### config.mk
export PLATFORM = sky130hd
export DESIGN_NAME = sdm_codec
export DESIGN_NICKNAME = d
export VERILOG_FILES = /design/src/rtl/sdm_codec.sv
export SDC_FILE = /design/constraint.sdc
export NUM_CORES = 1
export LEC_CHECK = 0
export CAP_MARGIN = 10
export CORE_ASPECT_RATIO = 1.75
export CORE_MARGIN = 3
export CORE_UTILIZATION = 60
export DETAILED_ROUTE_END_ITERATION = 8
export DONT_BUFFER_PORTS = 1
export GPL_TIMING_DRIVEN = 0
export PLACE_DENSITY_LB_ADDON = 0.05
export RECOVER_POWER = 100
export SLEW_MARGIN = 20
export SYNTH_ARGS = -nofsm -noshare
export SYNTH_HDL_FRONTEND = slang
export SYNTH_SLANG_ARGS = --single-unit
### constraint.sdc
create_clock -name clk -period 25.8 [get_ports clk]
set_input_delay 3.87 -clock clk [delete_from_list [all_inputs] [get_ports clk]]
set_output_delay 3.87 -clock clk [all_outputs]
set_load 0.02 [all_outputs]
### src/rtl/sdm_codec.sv
// -----------------------------------------------------------------------------
// sdm_codec
//   1-bit sigma-delta audio codec with two independent paths:
//     DAC: 16-bit PCM -> 1st or 2nd order sigma-delta modulator -> 1-bit stream
//     ADC: 1-bit stream -> boxcar (count-the-ones) decimator by N = 2^ADC_LOG2_DECIM
//
// Parameters
//   DAC_ORDER       modulator order, 1 or 2 (anything else stops elaboration)
//   ADC_LOG2_DECIM  log2 of the ADC decimation ratio, 1..15
//
// Optional feature
//   SDM_DITHER_EN   when defined, a 16-bit Fibonacci LFSR adds a small signed
//                   dither to the DAC quantizer input (not to integrator state).
//
// Ports
//   clk            rising-edge clock
//   rst_n          asynchronous active-low reset
//   valid_in_dac   audio_in holds a valid PCM sample
//   audio_in       signed 16-bit PCM sample into the DAC
//   valid_in_adc   sdm_in holds a valid bitstream bit
//   sdm_in         ADC bitstream (1 = +full scale, 0 = -full scale)
//   valid_out_dac  sdm_out was updated this cycle
//   sdm_out        DAC bitstream, registered
//   valid_out_adc  one-cycle pulse when audio_out carries a new sample
//   audio_out      signed 16-bit decimated PCM, registered
// -----------------------------------------------------------------------------
module sdm_codec #(
    parameter int DAC_ORDER      = 2,
    parameter int ADC_LOG2_DECIM = 6
) (
    input  logic               clk,
    input  logic               rst_n,
    input  logic               valid_in_dac,
    input  logic signed [15:0] audio_in,
    input  logic               valid_in_adc,
    input  logic               sdm_in,
    output logic               valid_out_dac,
    output logic               sdm_out,
    output logic               valid_out_adc,
    output logic signed [15:0] audio_out
);

    localparam int ADC_N  = 1 << ADC_LOG2_DECIM;
    localparam int CNT_W  = ADC_LOG2_DECIM + 1;

    generate
        if (DAC_ORDER != 1 && DAC_ORDER != 2) begin : g_bad_order
            $error("sdm_codec: DAC_ORDER must be 1 or 2");
        end
        if (ADC_LOG2_DECIM < 1 || ADC_LOG2_DECIM > 15) begin : g_bad_decim
            $error("sdm_codec: ADC_LOG2_DECIM must be in 1..15");
        end
    endgenerate

    // =========================================================================
    // DAC path
    // =========================================================================
    logic signed [15:0] fb_val;
    logic signed [4:0]  dither_val;
    logic               quant_bit;

    // Feedback follows the previous output bit; after reset sdm_out = 0 so the
    // modulator starts from fb = -32768.
    assign fb_val = sdm_out ? 16'sh7FFF : 16'sh8000;

`ifdef SDM_DITHER_EN
    logic [15:0] lfsr_reg;
    logic        lfsr_fb;

    // Taps 16,14,13,11 (1-based) map to bits 15,13,12,10.
    assign lfsr_fb = lfsr_reg[15] ^ lfsr_reg[13] ^ lfsr_reg[12] ^ lfsr_reg[10];

    always_ff @(posedge clk or negedge rst_n) begin
        if (!rst_n) begin
            lfsr_reg <= 16'hACE1;
        end else if (valid_in_dac) begin
            lfsr_reg <= {lfsr_reg[14:0], lfsr_fb};
        end
    end

    assign dither_val = {lfsr_reg[3], lfsr_reg[3:0]};
`else
    assign dither_val = '0;
`endif

    function automatic logic signed [23:0] sat24(input logic signed [25:0] v);
        if (v > 26'sd8388607) begin
            sat24 = 24'sd8388607;
        end else if (v < -26'sd8388607) begin
            sat24 = -24'sd8388607;
        end else begin
            sat24 = v[23:0];
        end
    endfunction

    generate
        if (DAC_ORDER == 1) begin : g_order1
            // 18 bits hold |i1| <= 2*65535 without saturation.
            logic signed [17:0] i1_reg;
            logic signed [17:0] i1_next;
            logic signed [18:0] q_val;

            assign i1_next   = i1_reg + 18'(audio_in) - 18'(fb_val);
            // Dither only biases the comparison, never the stored state.
            assign q_val     = 19'(i1_next) + 19'(dither_val);
            assign quant_bit = ~q_val[18];

            always_ff @(posedge clk or negedge rst_n) begin
                if (!rst_n) begin
                    i1_reg <= '0;
                end else if (valid_in_dac) begin
                    i1_reg <= i1_next;
                end
            end
        end else begin : g_order2
            logic signed [23:0] i1_reg;
            logic signed [23:0] i2_reg;
            logic signed [23:0] i1_next;
            logic signed [23:0] i2_next;
            logic signed [25:0] sum1;
            logic signed [25:0] sum2;
            logic signed [24:0] q_val;

            // Sums are formed two bits wider than the state so the clamp sees
            // the true value before it is folded back into 24 bits.
            assign sum1      = 26'(i1_reg) + 26'(audio_in) - 26'(fb_val);
            assign i1_next   = sat24(sum1);
            assign sum2      = 26'(i2_reg) + 26'(i1_next) - 26'(fb_val);
            assign i2_next   = sat24(sum2);
            assign q_val     = 25'(i2_next) + 25'(dither_val);
            assign quant_bit = ~q_val[24];

            always_ff @(posedge clk or negedge rst_n) begin
                if (!rst_n) begin
                    i1_reg <= '0;
                    i2_reg <= '0;
                end else if (valid_in_dac) begin
                    i1_reg <= i1_next;
                    i2_reg <= i2_next;
                end
            end
        end
    endgenerate

    always_ff @(posedge clk or negedge rst_n) begin
        if (!rst_n) begin
            sdm_out       <= 1'b0;
            valid_out_dac <= 1'b0;
        end else begin
            valid_out_dac <= valid_in_dac;
            if (valid_in_dac) begin
                sdm_out <= quant_bit;
            end
        end
    end

    // =========================================================================
    // ADC path
    // =========================================================================
    logic [CNT_W-1:0]   bit_cnt_reg;
    logic [CNT_W-1:0]   ones_reg;
    logic [CNT_W-1:0]   ones_total;
    logic               window_done;
    logic signed [17:0] diff_val;
    logic signed [17:0] scaled_val;
    logic signed [15:0] pcm_next;

    // The bit arriving now is part of the window it closes.
    assign ones_total  = ones_reg + CNT_W'(sdm_in);
    assign window_done = valid_in_adc && (bit_cnt_reg == CNT_W'(ADC_N - 1));

    // 2*ones - N spans -N..+N; scaling to 16-bit full scale only overflows at
    // the all-ones window (+32768), which the clamp folds to +32767.
    assign diff_val   = 18'(ones_total) * 18'd2 - 18'(ADC_N);
    assign scaled_val = diff_val <<< (15 - ADC_LOG2_DECIM);

    always_comb begin
        pcm_next = scaled_val[15:0];
        if (scaled_val > 18'sd32767) begin
            pcm_next = 16'sh7FFF;
        end else if (scaled_val < -18'sd32768) begin
            pcm_next = 16'sh8000;
        end
    end

    always_ff @(posedge clk or negedge rst_n) begin
        if (!rst_n) begin
            bit_cnt_reg   <= '0;
            ones_reg      <= '0;
            valid_out_adc <= 1'b0;
            audio_out     <= '0;
        end else begin
            valid_out_adc <= window_done;
            if (valid_in_adc) begin
                if (window_done) begin
                    bit_cnt_reg <= '0;
                    ones_reg    <= '0;
                    audio_out   <= pcm_next;
                end else begin
                    bit_cnt_reg <= bit_cnt_reg + CNT_W'(1);
                    ones_reg    <= ones_total;
                end
            end
        end
    end

endmodule

==> metrics.txt, run 1 <==
# TYPE chip_impl_metric gauge
chip_impl_metric{name="post-dp-hpwl",unit="um"} 16610
chip_impl_metric{name="synthesized_area_divided_by_synthesized_cell_count",unit="um^2"} 8.491
chip_impl_metric{name="first_iter_violations",unit=""} 236
chip_impl_metric{name="timing.fmax",unit="MHz"} 78.89
chip_impl_info{name="netlist.top_cell.by_area",value="sky130_fd_sc_hd__dfrtp_1"} 1
chip_impl_metric{name="cts_post_setup_buffers_inserted",unit=""} 0
chip_impl_metric{name="final_cell_area",unit="mm^2"} 0.007970
chip_impl_metric{name="antenna_nets_post_route",unit=""} 0
chip_impl_metric{name="vias",unit=""} 6468
chip_impl_info{name="cts_tree",value="built"} 1
chip_impl_metric{name="grt_first_pass_wirelength",unit="um"} 33590
chip_impl_metric{name="use_met1",unit="%"} 30.92
chip_impl_metric{name="number_of_drc_violations_after_detailed_routing",unit=""} 0
chip_impl_metric{name="num_antenna_cells",unit=""} 0
chip_impl_info{name="worst_hold_startpoint",value="bit_cnt_reg[6]"} 1
chip_impl_metric{name="final_min_period_over_clock_period",unit="%"} 49.13
chip_impl_metric{name="layout_min_cycle_time",unit="ps"} 12680
chip_impl_metric{name="die_w",unit="um"} 90.98
chip_impl_metric{name="synth_area",unit="mm^2"} 0.007582
chip_impl_metric{name="chipHeight",unit="um"} 154.7
chip_impl_metric{name="maximum_number_of_pins_on_one_net_before_global_route_repair",unit=""} 73
chip_impl_metric{name="relSlewSlack",unit="%"} -19.70
chip_impl_metric{name="drv.max_cap_violation_count",unit=""} 2
chip_impl_metric{name="fp-row-count",unit=""} 53
chip_impl_info{name="timing.critical_path.from_type",value="input pin"} 1
chip_impl_info{name="synth_top_cells_by_area",value="sky130_fd_sc_hd__dfrtp_1, sky130_fd_sc_hd__fa_1, sky130_fd_sc_hd__ha_1, sky130_fd_sc_hd__inv_1, sky130_fd_sc_hd__nor2_1"} 1
chip_impl_info{name="critical_path_class",value="in -> reg"} 1
chip_impl_metric{name="synth-edff-count",unit=""} 0
chip_impl_metric{name="crit_fanout",unit=""} 10
chip_impl_metric{name="global_route.overflow_total",unit=""} 0
chip_impl_metric{name="synthDistinctLibCells",unit=""} 80
chip_impl_metric{name="port_buffers",unit=""} 0
chip_impl_metric{name="postPlaceCellArea",unit="mm^2"} 0.007812
chip_impl_info{name="crit_slowest_cell",value="sky130_fd_sc_hd__a311oi_1"} 1
chip_impl_info{name="rr_startpoint",value="sdm_out"} 1
chip_impl_metric{name="final_max_slew_viol_count",unit=""} 34
chip_impl_info{name="grt.busiest_layer",value="met2"} 1
chip_impl_metric{name="routed_wl_per_cell",unit="um"} 18.96
chip_impl_metric{name="ys_seq_elements",unit=""} 72
chip_impl_metric{name="cts_buffer_depth",unit=""} 2
chip_impl_metric{name="arrival",unit="ps"} 12950
chip_impl_metric{name="gp_congestion",unit=""} 0.9445
chip_impl_metric{name="cts_repair_resize_count",unit=""} 0
chip_impl_metric{name="setup-tns-final",unit="ps"} 0
chip_impl_metric{name="routed_wirelength",unit="um"} 20370
chip_impl_metric{name="boundaryPins",unit=""} 40
chip_impl_metric{name="hold_violations",unit=""} 0
chip_impl_metric{name="core_area",unit="mm^2"} 0.01220
chip_impl_metric{name="area.growth.synth_to_final",unit="%"} 5.115
chip_impl_metric{name="ff2ff_path_depth",unit=""} 27
chip_impl_metric{name="cts.clk_slew.worst_paths",unit="ps"} 60
chip_impl_metric{name="tightest_slew",unit="ps"} 1783
chip_impl_metric{name="regToRegSetupSlack",unit="ps"} 14540
chip_impl_metric{name="layout-drive-gt1-share",unit="%"} 6.821
chip_impl_metric{name="cts_htree_levels",unit=""} 3
chip_impl_metric{name="grt.total_usage",unit="%"} 30.05
chip_impl_metric{name="synth_largest_type_area_fraction",unit="%"} 23.76
chip_impl_info{name="outcome",value="complete, but fails checks"} 1
chip_impl_metric{name="antenna_found_initial",unit=""} 0
chip_impl_metric{name="synth_fp_nets",unit=""} 1017
chip_impl_metric{name="initial_utilization",unit="%"} 62.14
chip_impl_metric{name="die-area",unit="mm^2"} 0.01407
chip_impl_info{name="cp-end-kind",value="flip-flop"} 1
chip_impl_metric{name="cell_count_after_synthesis",unit=""} 893
chip_impl_metric{name="cts.hold.buffers_added",unit=""} 0
chip_impl_info{name="hold_path.class",value="reg -> reg"} 1
chip_impl_info{name="timing.rr.end",value="g_order2.i2_reg[7]"} 1
chip_impl_info{name="synthFlopType",value="sky130_fd_sc_hd__dfrtp_1"} 1
chip_impl_metric{name="timing.critical_path.required",unit="ps"} 26070
chip_impl_metric{name="clkSinkCount",unit=""} 72
chip_impl_metric{name="gr_layer_usage_met2",unit="%"} 57.20
chip_impl_metric{name="seq_area_frac_synth",unit="%"} 23.76
chip_impl_metric{name="worst_path_largest_cell_delay",unit="ps"} 1390
chip_impl_metric{name="clock_latency",unit="ps"} 350
chip_impl_metric{name="timing.hold.worst_path_depth",unit=""} 1
chip_impl_info{name="rsz0062_at_grt",value="no"} 1
chip_impl_metric{name="nNetsFinal",unit=""} 1029
chip_impl_metric{name="first_global_vias",unit=""} 6723
chip_impl_metric{name="timing.final.setup_violations",unit=""} 0
chip_impl_metric{name="cts_made_buffers",unit=""} 9
chip_impl_info{name="hold-path-endpoint",value="bit_cnt_reg[6]"} 1
chip_impl_metric{name="synth-warning-count",unit=""} 0
chip_impl_info{name="cts-root-buf",value="sky130_fd_sc_hd__clkbuf_16"} 1
chip_impl_metric{name="vias_per_cell",unit=""} 6.022
chip_impl_metric{name="dp.cells",unit=""} 1059
chip_impl_info{name="timing.critical_path.mode_cell",value="sky130_fd_sc_hd__o21ai_0"} 1
chip_impl_metric{name="asyncSetResetFlopFracSynth",unit="%"} 100.0
chip_impl_metric{name="groute.layer.met3.usage",unit="%"} 4.185
chip_impl_metric{name="detail_route.first_pass.iterations",unit=""} 5
chip_impl_metric{name="finClkSkew",unit="ps"} 9.268
chip_impl_metric{name="layout.cells.non_filler",unit=""} 1074
chip_impl_info{name="violations_in_the_final_reports",value="max-capacitance violations, max-slew violations"} 1
-- layout by cell type, fill, tap and decap left out, types with 6 or more instances in the layout --
cell type / netlist / layout
sky130_fd_sc_hd__and2_1: 13 / 8
sky130_fd_sc_hd__or2_2: 8 / 8
sky130_fd_sc_hd__clkbuf_1: 17 / 29
sky130_fd_sc_hd__nand3_1: 20 / 20
sky130_fd_sc_hd__nor2b_1: 8 / 8
sky130_fd_sc_hd__o22ai_1: 17 / 17
sky130_fd_sc_hd__dfrtp_1: 72 / 72
sky130_fd_sc_hd__a211oi_1: 9 / 10
sky130_fd_sc_hd__fa_1: 48 / 48
sky130_fd_sc_hd__nand2_1: 64 / 64
sky130_fd_sc_hd__o31ai_1: 5 / 6
sky130_fd_sc_hd__a21oi_1: 46 / 46
sky130_fd_sc_hd__mux2i_1: 10 / 10
sky130_fd_sc_hd__nand4_1: 12 / 13
sky130_fd_sc_hd__xor2_1: 20 / 20
sky130_fd_sc_hd__buf_2: 10 / 8
sky130_fd_sc_hd__a31oi_1: 25 / 25
sky130_fd_sc_hd__o21a_1: 9 / 9
sky130_fd_sc_hd__ha_1: 55 / 55
sky130_fd_sc_hd__a21o_1: 20 / 20
sky130_fd_sc_hd__o21ai_0: 31 / 37
sky130_fd_sc_hd__inv_1: 129 / 129
sky130_fd_sc_hd__clkbuf_16: 0 / 9
sky130_fd_sc_hd__nor3_1: 23 / 23
sky130_fd_sc_hd__nor2_1: 75 / 75
sky130_fd_sc_hd__xnor2_1: 26 / 26
-- synth_stat cells, drive strengths merged (3+ instances only) --
| master | instances |
|---|---|
| a211oi | 11 |
| a21boi | 3 |
| a21o | 21 |
| a21oi | 49 |
| a31o | 3 |
| a31oi | 26 |
| and2 | 14 |
| and3 | 5 |
| and4 | 4 |
| buf | 28 |
| clkbuf | 19 |
| dfrtp | 72 |
| fa | 48 |
| ha | 55 |
| inv | 129 |
| mux2 | 5 |
| mux2i | 10 |
| nand2 | 65 |
| nand2b | 4 |
| nand3 | 20 |
| nand3b | 4 |
| nand4 | 13 |
| nor2 | 75 |
| nor2b | 8 |
| nor3 | 23 |
| nor4 | 4 |
| o211a | 3 |
| o211ai | 3 |
| o21a | 9 |
| o21ai | 40 |
| o22ai | 17 |
| o31ai | 6 |
| or2 | 8 |
| or3 | 6 |
| or4 | 3 |
| xnor2 | 26 |
| xor2 | 20 |
-- per-stage QoR --
step,utilization (%),hold WS [ps],setup slack [ps]
floorplan,-,450.6,15670
global placement,63.83,467.0,14230
detailed placement,64.03,473.2,14270
CTS,66.26,485.7,14620
global route,65.32,522.6,12490
finish,65.32,484.8,13120
-- metal layers --
metal	vias to the layer above	share of wire [%]
met1	3146	35
li1	3079	-
met3	78	3.2
met5	-	0
met4	0	5.8
met2	165	56
-- worst max-delay path, delay by kind of cell --
kind            cells  cell delay (ps)
compound gates     13             5180
xor+xnor            1              130
fa+ha+maj           4             1710
buf+inv             5              940
simple gates        5             1110
-- final cells by class --
class,instances,area (um^2)
Multi-Input combinational cell,644,4945
Fill cell,1169,4232
Sequential cell,72,1802
Inverter,129,484.2
Buffer,48,240.2
Clock buffer,10,239.0
Tap cell,165,206.4
Clock inverter,5,33.78
Timing Repair Buffer,1,20.02
-- kinds of logic (layout without fill, tap and decap cells) --
group	after synthesis	in the layout	share of synthesized area, %
compound gates	213	213	19.27
mux	15	15	2.063
fa+ha+maj	103	103	21.75
simple gates	267	267	17.71
xor+xnor	46	46	5.314
flops	72	72	23.76
buf+inv	177	193	10.13
-- worst max-delay path by stage --
stage / startpoint / to
3_5_place_dp: audio_in[3] / g_order2.i2_reg[0]
6_report: audio_in[3] / g_order2.i2_reg[7]
2_1_floorplan: audio_in[7] / g_order2.i2_reg[0]
5_1_grt: audio_in[3] / g_order2.i2_reg[12]
3_3_place_gp: audio_in[3] / g_order2.i2_reg[0]
4_1_cts: audio_in[3] / g_order2.i2_reg[0]
Power of run 1 is left out: the tool's default activity adds up to more than one toggle a clock period on the data nets, which glitch-free logic cannot reach.
==> inputs of run 2 (changes only) <==
Clock period 25.8 ns to 12.4 ns, I/O delays scaled along.
==> metrics.txt, run 2 (synthesized netlist as in run 1, its figures left out) <==
# TYPE chip_impl_metric gauge
chip_impl_metric{name="routed_wirelength",unit="um"} 20350
chip_impl_metric{name="cts_repair_resize_count",unit=""} 0
chip_impl_metric{name="number_of_drc_violations_after_detailed_routing",unit=""} 0
chip_impl_metric{name="clkSinkCount",unit=""} 72
chip_impl_info{name="rsz0062_at_grt",value="no"} 1
chip_impl_metric{name="final_min_period_over_clock_period",unit="%"} 82.99
chip_impl_metric{name="global_route.overflow_total",unit=""} 0
chip_impl_info{name="violations_in_the_final_reports",value="max-capacitance violations, max-slew violations"} 1
chip_impl_metric{name="setup-tns-final",unit="ps"} 0
chip_impl_info{name="critical_path_class",value="reg -> reg"} 1
chip_impl_info{name="cp-end-kind",value="flip-flop"} 1
chip_impl_metric{name="final_cell_area",unit="mm^2"} 0.008020
chip_impl_metric{name="maximum_number_of_pins_on_one_net_before_global_route_repair",unit=""} 73
chip_impl_metric{name="chipHeight",unit="um"} 154.7
chip_impl_metric{name="timing.critical_path.depth",unit=""} 26
chip_impl_info{name="layout.cells.most_common",value="sky130_fd_sc_hd__inv_1"} 1
chip_impl_metric{name="cts.clk_slew.worst_paths",unit="ps"} 60
chip_impl_info{name="timing.critical_path.mode_cell",value="sky130_fd_sc_hd__o21ai_0"} 1
chip_impl_metric{name="timing.fmax",unit="MHz"} 97.18
chip_impl_metric{name="routed_wl_per_cell",unit="um"} 18.95
chip_impl_metric{name="hold_violations",unit=""} 0
chip_impl_metric{name="layout_min_cycle_time",unit="ps"} 10290
chip_impl_metric{name="cts_htree_levels",unit=""} 3
chip_impl_metric{name="vias",unit=""} 6466
chip_impl_metric{name="post-dp-hpwl",unit="um"} 16610
chip_impl_metric{name="worst_path_largest_cell_delay",unit="ps"} 1530
chip_impl_metric{name="tightest_slew",unit="ps"} 1756
chip_impl_metric{name="num_antenna_cells",unit=""} 0
chip_impl_info{name="cts-root-buf",value="sky130_fd_sc_hd__clkbuf_16"} 1
chip_impl_info{name="critical_path.top_delay_family",value="compound AO/OA/AOI/OAI gates"} 1
chip_impl_metric{name="detail_route.first_pass.iterations",unit=""} 5
chip_impl_metric{name="timing.hold.worst_path_depth",unit=""} 1
chip_impl_metric{name="cts_made_buffers",unit=""} 9
chip_impl_metric{name="relSlewSlack",unit="%"} -17.09
chip_impl_info{name="hold_path.class",value="reg -> reg"} 1
chip_impl_metric{name="core_area",unit="mm^2"} 0.01220
chip_impl_metric{name="fp-row-count",unit=""} 53
chip_impl_metric{name="grt_first_pass_wirelength",unit="um"} 33590
chip_impl_metric{name="final_max_slew_viol_count",unit=""} 23
chip_impl_metric{name="antenna_nets_post_route",unit=""} 0
chip_impl_info{name="timing.critical_path.from_type",value="flip-flop"} 1
chip_impl_metric{name="critical_path.n_buffers_inverters",unit=""} 3
chip_impl_metric{name="die-area",unit="mm^2"} 0.01407
chip_impl_metric{name="initial_utilization",unit="%"} 62.14
chip_impl_metric{name="timing.final.setup_violations",unit=""} 0
chip_impl_metric{name="cts_buffer_depth",unit=""} 2
chip_impl_info{name="cts_tree",value="built"} 1
chip_impl_metric{name="cts_post_setup_buffers_inserted",unit=""} 0
chip_impl_metric{name="drv.max_cap_violation_count",unit=""} 1
chip_impl_metric{name="finClkSkew",unit="ps"} 9.671
chip_impl_metric{name="boundaryPins",unit=""} 40
chip_impl_metric{name="grt.total_usage",unit="%"} 30.05
chip_impl_metric{name="arrival",unit="ps"} 10510
chip_impl_metric{name="layout-drive-gt1-share",unit="%"} 7.261
chip_impl_metric{name="vias_per_cell",unit=""} 6.020
chip_impl_metric{name="first_global_vias",unit=""} 6723
chip_impl_metric{name="port_buffers",unit=""} 0
chip_impl_metric{name="first_iter_violations",unit=""} 229
chip_impl_metric{name="die_w",unit="um"} 90.98
chip_impl_info{name="crit_slowest_cell",value="sky130_fd_sc_hd__dfrtp_1"} 1
chip_impl_metric{name="postPlaceCellArea",unit="mm^2"} 0.007812
chip_impl_metric{name="nNetsFinal",unit=""} 1029
chip_impl_metric{name="crit_fanout",unit=""} 24
chip_impl_metric{name="fill_cells",unit=""} 1160
chip_impl_metric{name="post-route-util",unit="%"} 65.73
chip_impl_metric{name="cts.hold.buffers_added",unit=""} 0
chip_impl_info{name="final_cell_mix",value="sky130_fd_sc_hd__inv_1, sky130_fd_sc_hd__nor2_1, sky130_fd_sc_hd__dfrtp_1"} 1
chip_impl_metric{name="ff2ff_path_depth",unit=""} 26
chip_impl_metric{name="area.growth.synth_to_final",unit="%"} 5.776
chip_impl_metric{name="timing.critical_path.required",unit="ps"} 12620
chip_impl_metric{name="antenna_found_initial",unit=""} 0
chip_impl_metric{name="gp_congestion",unit=""} 0.9445
chip_impl_info{name="outcome",value="complete, but fails checks"} 1
chip_impl_metric{name="clock_latency",unit="ps"} 350
## run 2: per-layer routing
metal	share of wire, %	vias up	GRT usage [%]
li1	-	3077	-
met1	35	3125	30.92
met2	56	189	57.20
met3	3.4	75	4.185
met4	5.6	0	16.69
met5	0	-	0
## run 2: metrics by stage
step | hold slack [ps] | worst slack, ps | cells
after floorplan | 450.6 | 3501 | 893
final | 484.9 | 2109 | 1074
after CTS | 485.7 | 3226 | 1074
after detailed placement | 473.2 | 2877 | 1059
after global placement | 467.0 | 1108 | 1058
after global routing | 522.6 | 1439 | 1074
## run 2: final cells by class
cell class	count	area, um^2	share of cell area [%]
multi-input combinational	644	4987	62.18
tap	165	206.4	2.574
sequential	72	1802	22.46
clock inverter	5	33.78	0.4212
inverter	129	484.2	6.037
timing repair buffer	1	20.02	0.2496
buffer	48	247.7	3.089
clock buffer	10	239.0	2.980
## run 2: worst paths after layout
path	start	endpoint	slack (ps)
worst min-delay path	bit_cnt_reg[6]	bit_cnt_reg[6]	480
worst min register to register	bit_cnt_reg[6]	bit_cnt_reg[6]	480
max in group asynchronous	rst_n	bit_cnt_reg[5]	11020
min in group asynchronous	rst_n	g_order2.i1_reg[12]	1210
worst max-delay path	sdm_out	g_order2.i2_reg[0]	2110
worst max register to register	sdm_out	g_order2.i2_reg[0]	2110
## run 2: worst reg2reg max path, cell delays in order (launching register included)
cell	delay, ps
sky130_fd_sc_hd__dfrtp_1	1530
sky130_fd_sc_hd__inv_1	560
sky130_fd_sc_hd__fa_1	640
sky130_fd_sc_hd__ha_1	320
sky130_fd_sc_hd__a211oi_1	70
sky130_fd_sc_hd__o21ai_0	380
sky130_fd_sc_hd__a21oi_1	230
sky130_fd_sc_hd__nor3_1	270
sky130_fd_sc_hd__o21a_1	180
sky130_fd_sc_hd__o21ai_0	90
sky130_fd_sc_hd__a31oi_1	750
sky130_fd_sc_hd__o21ai_0	440
sky130_fd_sc_hd__clkbuf_1	340
sky130_fd_sc_hd__and2_0	240
sky130_fd_sc_hd__or2_2	290
sky130_fd_sc_hd__fa_1	480
sky130_fd_sc_hd__inv_1	60
sky130_fd_sc_hd__ha_1	370
sky130_fd_sc_hd__nand4_2	160
sky130_fd_sc_hd__a211oi_2	300
sky130_fd_sc_hd__a311oi_1	160
sky130_fd_sc_hd__o31ai_1	720
sky130_fd_sc_hd__o2bb2ai_4	240
sky130_fd_sc_hd__xnor2_1	140
sky130_fd_sc_hd__a311oi_4	680
sky130_fd_sc_hd__nand2_4	150
sky130_fd_sc_hd__o32a_1	380
Power of run 2 is left out for the same reason.
